===== config.mk =====
export PLATFORM = sky130hd
export DESIGN_NAME = kbd_instr_issuer
export DESIGN_NICKNAME = d
export VERILOG_FILES = /design/src/rtl/kbd_instr_issuer.sv
export SDC_FILE = /design/constraint.sdc
export NUM_CORES = 1
export LEC_CHECK = 0
export CORE_UTILIZATION = 45
export DETAILED_ROUTE_END_ITERATION = 8
export GPL_TIMING_DRIVEN = 1
export PLACE_DENSITY_LB_ADDON = 0.08
export SLEW_MARGIN = 20
export SYNTH_ARGS = -nofsm -noshare
export SYNTH_HDL_FRONTEND = slang
export SYNTH_SLANG_ARGS = --single-unit

===== constraint.sdc =====
create_clock -name clk -period 4.92 [get_ports clk]
set_input_delay 1.23 -clock clk [delete_from_list [all_inputs] [get_ports clk]]
set_output_delay 1.23 -clock clk [all_outputs]
set_load 0.03 [all_outputs]

===== src/rtl/kbd_instr_issuer.sv =====
// Keypad instruction issuer: queues decoded key events and hands them to the
// controller FSM one at a time, pacing on the controller's ready handshake.
module kbd_instr_issuer #(
  parameter int unsigned FIFO_DEPTH  = 4,
  parameter int unsigned HOLD_CYCLES = 2,
  parameter int unsigned TIMEOUT     = 15
) (
  input  logic       clk,
  input  logic       rst,
  input  logic       key_valid,
  input  logic [3:0] key_code,
  input  logic       ready,
  output logic       new_instruction,
  output logic [2:0] instruction,
  output logic [3:0] digit,
  output logic       busy,
  output logic       fifo_full,
  output logic       overflow,
  output logic       timeout_err
);

  localparam int unsigned AW      = $clog2(FIFO_DEPTH);
  localparam int unsigned PW      = AW + 1;
  localparam int unsigned EW      = 7;
  localparam int unsigned CNT_MAX = (TIMEOUT > HOLD_CYCLES) ? TIMEOUT : HOLD_CYCLES;
  localparam int unsigned CW      = $clog2(CNT_MAX + 1);

  localparam logic [2:0] I_CLRLD = 3'b000;
  localparam logic [2:0] I_ADD   = 3'b001;
  localparam logic [2:0] I_SUB   = 3'b010;
  localparam logic [2:0] I_DISP  = 3'b011;
  localparam logic [2:0] I_LOAD  = 3'b100;
  localparam logic [2:0] I_IDLE  = 3'b101;

  typedef enum logic [1:0] {S_IDLE, S_ISSUE, S_HOLD, S_RELEASE} state_t;

  state_t          state_q, state_d;
  logic [CW-1:0]   cnt_q, cnt_d;
  logic [PW-1:0]   wr_ptr_q, wr_ptr_d, rd_ptr_q, rd_ptr_d;
  logic [EW-1:0]   mem_q [FIFO_DEPTH];
  logic            fifo_full_q, fifo_full_d;
  logic            overflow_q, overflow_d;
  logic            timeout_err_q, timeout_err_d;
  logic            new_instruction_q, new_instruction_d;
  logic [2:0]      instruction_q, instruction_d;
  logic [3:0]      digit_q, digit_d;
  logic            busy_q, busy_d;

  logic            key_ok;
  logic [2:0]      key_instr;
  logic [3:0]      key_digit;
  logic            push_req, push, pop, empty;
  logic [EW-1:0]   head;

  // Key decode at push time; 0xE/0xF never reach the queue.
  always_comb begin
    key_ok    = 1'b1;
    key_instr = I_LOAD;
    key_digit = 4'd0;
    case (key_code)
      4'hA:        key_instr = I_ADD;
      4'hB:        key_instr = I_SUB;
      4'hC:        key_instr = I_CLRLD;
      4'hD:        key_instr = I_DISP;
      4'hE, 4'hF: begin
        key_ok    = 1'b0;
        key_instr = I_IDLE;
      end
      default:     key_digit = key_code;
    endcase
  end

  // Queue bookkeeping; a push against a full queue is dropped even if a pop frees a slot.
  always_comb begin
    empty       = (wr_ptr_q == rd_ptr_q);
    push_req    = key_valid && key_ok;
    push        = push_req && !fifo_full_q;
    head        = mem_q[rd_ptr_q[AW-1:0]];
    wr_ptr_d    = wr_ptr_q + PW'(push);
    rd_ptr_d    = rd_ptr_q + PW'(pop);
    fifo_full_d = (wr_ptr_d[PW-1] != rd_ptr_d[PW-1]) &&
                  (wr_ptr_d[AW-1:0] == rd_ptr_d[AW-1:0]);
    overflow_d  = overflow_q | (push_req & fifo_full_q);
  end

  always_ff @(posedge clk) begin
    if (push && !rst) mem_q[wr_ptr_q[AW-1:0]] <= {key_instr, key_digit};
  end

  // State register
  always_ff @(posedge clk) begin
    if (rst) state_q <= S_IDLE;
    else     state_q <= state_d;
  end

  // Next-state, wait counter and pop decision
  always_comb begin
    state_d       = state_q;
    cnt_d         = cnt_q;
    pop           = 1'b0;
    timeout_err_d = timeout_err_q;
    case (state_q)
      S_IDLE: begin
        if (!empty && ready) begin
          pop     = 1'b1;
          cnt_d   = '0;
          state_d = S_ISSUE;
        end
      end
      S_ISSUE: begin
        if (!ready) begin
          cnt_d   = '0;
          state_d = S_HOLD;
        end else if (cnt_q == CW'(TIMEOUT - 1)) begin
          cnt_d         = '0;
          timeout_err_d = 1'b1;
          state_d       = S_RELEASE;
        end else begin
          cnt_d = cnt_q + CW'(1);
        end
      end
      S_HOLD: begin
        if (cnt_q == CW'(HOLD_CYCLES - 1)) begin
          cnt_d   = '0;
          state_d = S_RELEASE;
        end else begin
          cnt_d = cnt_q + CW'(1);
        end
      end
      S_RELEASE: begin
        if (ready) state_d = S_IDLE;
      end
      default: state_d = S_IDLE;
    endcase
  end

  // Output values for the next cycle: load head on pop, hold through ISSUE/HOLD.
  always_comb begin
    new_instruction_d = 1'b0;
    instruction_d     = I_IDLE;
    digit_d           = 4'd0;
    busy_d            = (state_d != S_IDLE);
    if (pop) begin
      new_instruction_d          = 1'b1;
      {instruction_d, digit_d}   = head;
    end else if (state_d == S_ISSUE || state_d == S_HOLD) begin
      new_instruction_d = new_instruction_q;
      instruction_d     = instruction_q;
      digit_d           = digit_q;
    end
  end

  always_ff @(posedge clk) begin
    if (rst) begin
      cnt_q             <= '0;
      wr_ptr_q          <= '0;
      rd_ptr_q          <= '0;
      fifo_full_q       <= 1'b0;
      overflow_q        <= 1'b0;
      timeout_err_q     <= 1'b0;
      new_instruction_q <= 1'b0;
      instruction_q     <= I_IDLE;
      digit_q           <= 4'd0;
      busy_q            <= 1'b0;
    end else begin
      cnt_q             <= cnt_d;
      wr_ptr_q          <= wr_ptr_d;
      rd_ptr_q          <= rd_ptr_d;
      fifo_full_q       <= fifo_full_d;
      overflow_q        <= overflow_d;
      timeout_err_q     <= timeout_err_d;
      new_instruction_q <= new_instruction_d;
      instruction_q     <= instruction_d;
      digit_q           <= digit_d;
      busy_q            <= busy_d;
    end
  end

  assign new_instruction = new_instruction_q;
  assign instruction     = instruction_q;
  assign digit           = digit_q;
  assign busy            = busy_q;
  assign fifo_full       = fifo_full_q;
  assign overflow        = overflow_q;
  assign timeout_err     = timeout_err_q;

endmodule


==> results.sh <==
export IMPL_status="completed"
export IMPL_hold_violations=0
export IMPL_synth_avg_cell_area_sq_um=12.0
export IMPL_relSlewSlack=0.365
export IMPL_drv_slew=0
export IMPL_wl_per_cell_um=15.2
export IMPL_hp_start="new_instruction$_SDFFE_PP0P_"
export IMPL_leakagePower_nw=0.931
export IMPL_diodes=0
export IMPL_grt_first_pass_wirelength_um=7200
export IMPL_port_buffer_count=19
export IMPL_dp_hpwl_um=3250
export IMPL_synth_top_area_cell="edfxtp_1"
export IMPL_overflow=0
export IMPL_ff_latch_area_sq_mm=0.00132
export IMPL_maxCapViolCount=0
export IMPL_postSynthCellCount=196
export IMPL_cts_buffer_depth=2
export IMPL_wl_met1_um=2030
export IMPL_synth_most_common_cell="edfxtp_1"
export IMPL_synth_warnings=0
export IMPL_antenna_found_initial=0
export IMPL_route_detailed_drc=0
export IMPL_fp_dieW_um=74.4
export IMPL_min_path_type="reg -> reg"
export IMPL_dp_cells=277
export IMPL_layout_area_overhead_vs_synth_pct=15.6
export IMPL_fin_worst_skew_ps=7.93
export IMPL_grt_use_total=0.176
export IMPL_layout_min_cycle_time_ps=3060
export IMPL_ys_ff_latch=52
export IMPL_synthesis_nets=213
export IMPL_synth_area_sq_mm=0.00236
export IMPL_ys_seq_area_frac=0.561
export IMPL_final_core_utilization=0.558
export IMPL_synth_distinct_cells=44
export IMPL_grt_pass1_vias=1501
export IMPL_dr_pass1_iters=4
export IMPL_tns_ps=0
export IMPL_synth_flop_cell="edfxtp_1"
export IMPL_initial_core_util=0.483
export IMPL_ys_top_cells_by_count="edfxtp_1 (28), dfxtp_1 (24), nor2_1 (15)"
export IMPL_ctsRootBufferMaster="clkbuf_8"
export IMPL_worstMarginPinSlew_ps=945
export IMPL_clock_sinks=52
export IMPL_rsz0062_at_grt="false"
export IMPL_core_area_sq_mm=0.00488
export IMPL_num_nets_final=234
export IMPL_highest_layer="met4"
export IMPL_p_per_area_mw_per_mm2=453
export IMPL_hold_buffers=0
export IMPL_cts_tree="yes"
export IMPL_drt_total_wl_um=4330
export IMPL_max_vdd_ir_drop_v=0.000213
export IMPL_total_power_mw=1.23
export IMPL_ys_async_sr_fraction=0
export IMPL_num_rows=25
export IMPL_cts_resized=0
export IMPL_fin_cells=285
export IMPL_met3WireLength_um=109
export IMPL_drive_above_1_share=0.106
export IMPL_place_ws_ps=1560
export IMPL_ant_nets=0
export IMPL_vias=1557
export IMPL_fp_dieH_um=74.4
export IMPL_path_class="in -> reg"
export IMPL_critical_path_arrival_ps=3240
export IMPL_worst_slack_ps=1860
export IMPL_crit_fanout=6
export IMPL_drt_iter0_drc=72
export IMPL_ios=20
export IMPL_setup_viol=0
export IMPL_synth_edf_count=28
export IMPL_gp_congestion=0.847
export IMPL_fp_dieArea_sq_mm=0.00553
export IMPL_cp_startpoint="key_code[2]"
export IMPL_multi_input_area_sq_um=942
export IMPL_cp_required_ps=5100
export IMPL_startpoint_type="input port"
export IMPL_clk_latency_ps=300
export IMPL_fmax_mhz=327
export IMPL_yosys_top_cells_area="edfxtp_1 (36%), dfxtp_1 (20%), mux4_2 (6.7%)"
export IMPL_endpoint_kind="flip-flop"
export IMPL_grt_max_degree=29
export IMPL_htreeDepth=2
export IMPL_synth_top_area_share=0.357
export IMPL_cts_buffers=5
export IMPL_finalCritPeriodShare=0.621
export IMPL_avgViaCountPerCell=5.46
export IMPL_nFillCells=436
export IMPL_r2r_start="rd_ptr_q[0]$_SDFF_PP0_"
export IMPL_cts_setup_buffers=0
export IMPL_dr_wl_met2_um=2150
export IMPL_clk_pin_slew_ps=90
[routing by layer]
metal,up-vias,GRT usage
met1,755,0.226
met3,6,0.0393
met5,-,0
met2,27,0.289
met4,0,0.0671
li1,769,-
[where the power goes]
part	total (mW)	switching (mW)	internal [mW]	leakage [nW]
registers	0.533	0.0404	0.492	0.452
logic	0.411	0.243	0.168	0.423
clock network	0.289	0.135	0.154	0.0558
total	1.23	0.419	0.814	0.931
[worst paths after layout]
| check | to | slack [ps] | depth (start not counted) |
|---|---|---|---|
| max | fifo_full$_SDFF_PP0_ | 1860 | 10 |
| min | new_instruction$_SDFFE_PP0P_ | 460 | 2 |
| max reg2reg | fifo_full$_SDFF_PP0_ | 2220 | 8 |
| min reg2reg | new_instruction$_SDFFE_PP0P_ | 460 | 2 |
[final cells by class]
cell class                 instances  share of cell area
inverter                          12              0.0165
multi-input combinational        123               0.346
clock inverter                     2              0.0142
timing repair buffer              23              0.0808
clock buffer                       6              0.0266
sequential                        52               0.485
tap                               67              0.0308
[cell usage in the layout, fill, tap and decap left out, drive strengths merged, types with 2 or more instances in the layout]
cell type,Yosys,layout
nand3,13,13
clkbuf,4,6
nand2,9,9
a211oi,6,6
inv,12,13
edfxtp,28,28
ha,9,9
and3,2,2
nor3b,2,2
nor2,15,15
dfxtp,24,24
xor2,4,4
o21ai,4,4
o32ai,3,3
or3,2,2
nor2b,7,7
nor3,7,7
a31oi,3,3
clkdlybuf4s50,0,19
a21oi,8,8
mux4,7,7
xnor2,5,5
buf,5,4
[sequential cells by signal, summed over array words and instances, names as in the netlist]
name,count
fifo_full,1
digit,4
instruction,3
timeout_err,1
wr_ptr_q,3
cnt_q,4
state_q,2
new_instruction,1
mem_q,28
overflow,1
rd_ptr_q,3
busy,1
[critical path, cell delays in order]
cell             delay, ps
clkdlybuf4s50_1        590
nand3_1                170
nand2_1                100
nor2_1                  40
ha_1                   180
ha_1                   190
xnor2_1                200
xnor2_1                180
nor3b_1                 90
mux2_2                 280
[metrics by stage]
step	hold WS, ps	cell area [sq um]
after floorplan	476	2360
after global placement	454	2610
after detailed placement	451	2610
after CTS	461	2720
after global routing	481	2720
final	458	2720
[cell families after synthesis]
kind of cell               count (synthesis)  synth area share
buffers and inverters                     21            0.0398
and+or+nand+nor                           60             0.125
adders and majority gates                  9            0.0478
xor gates and xnor gates                   9            0.0366
DFF                                       52             0.561
AOI/OAI and AO/OA                         36             0.114
muxes                                      9            0.0759
Power figures use the tool's default switching activity.
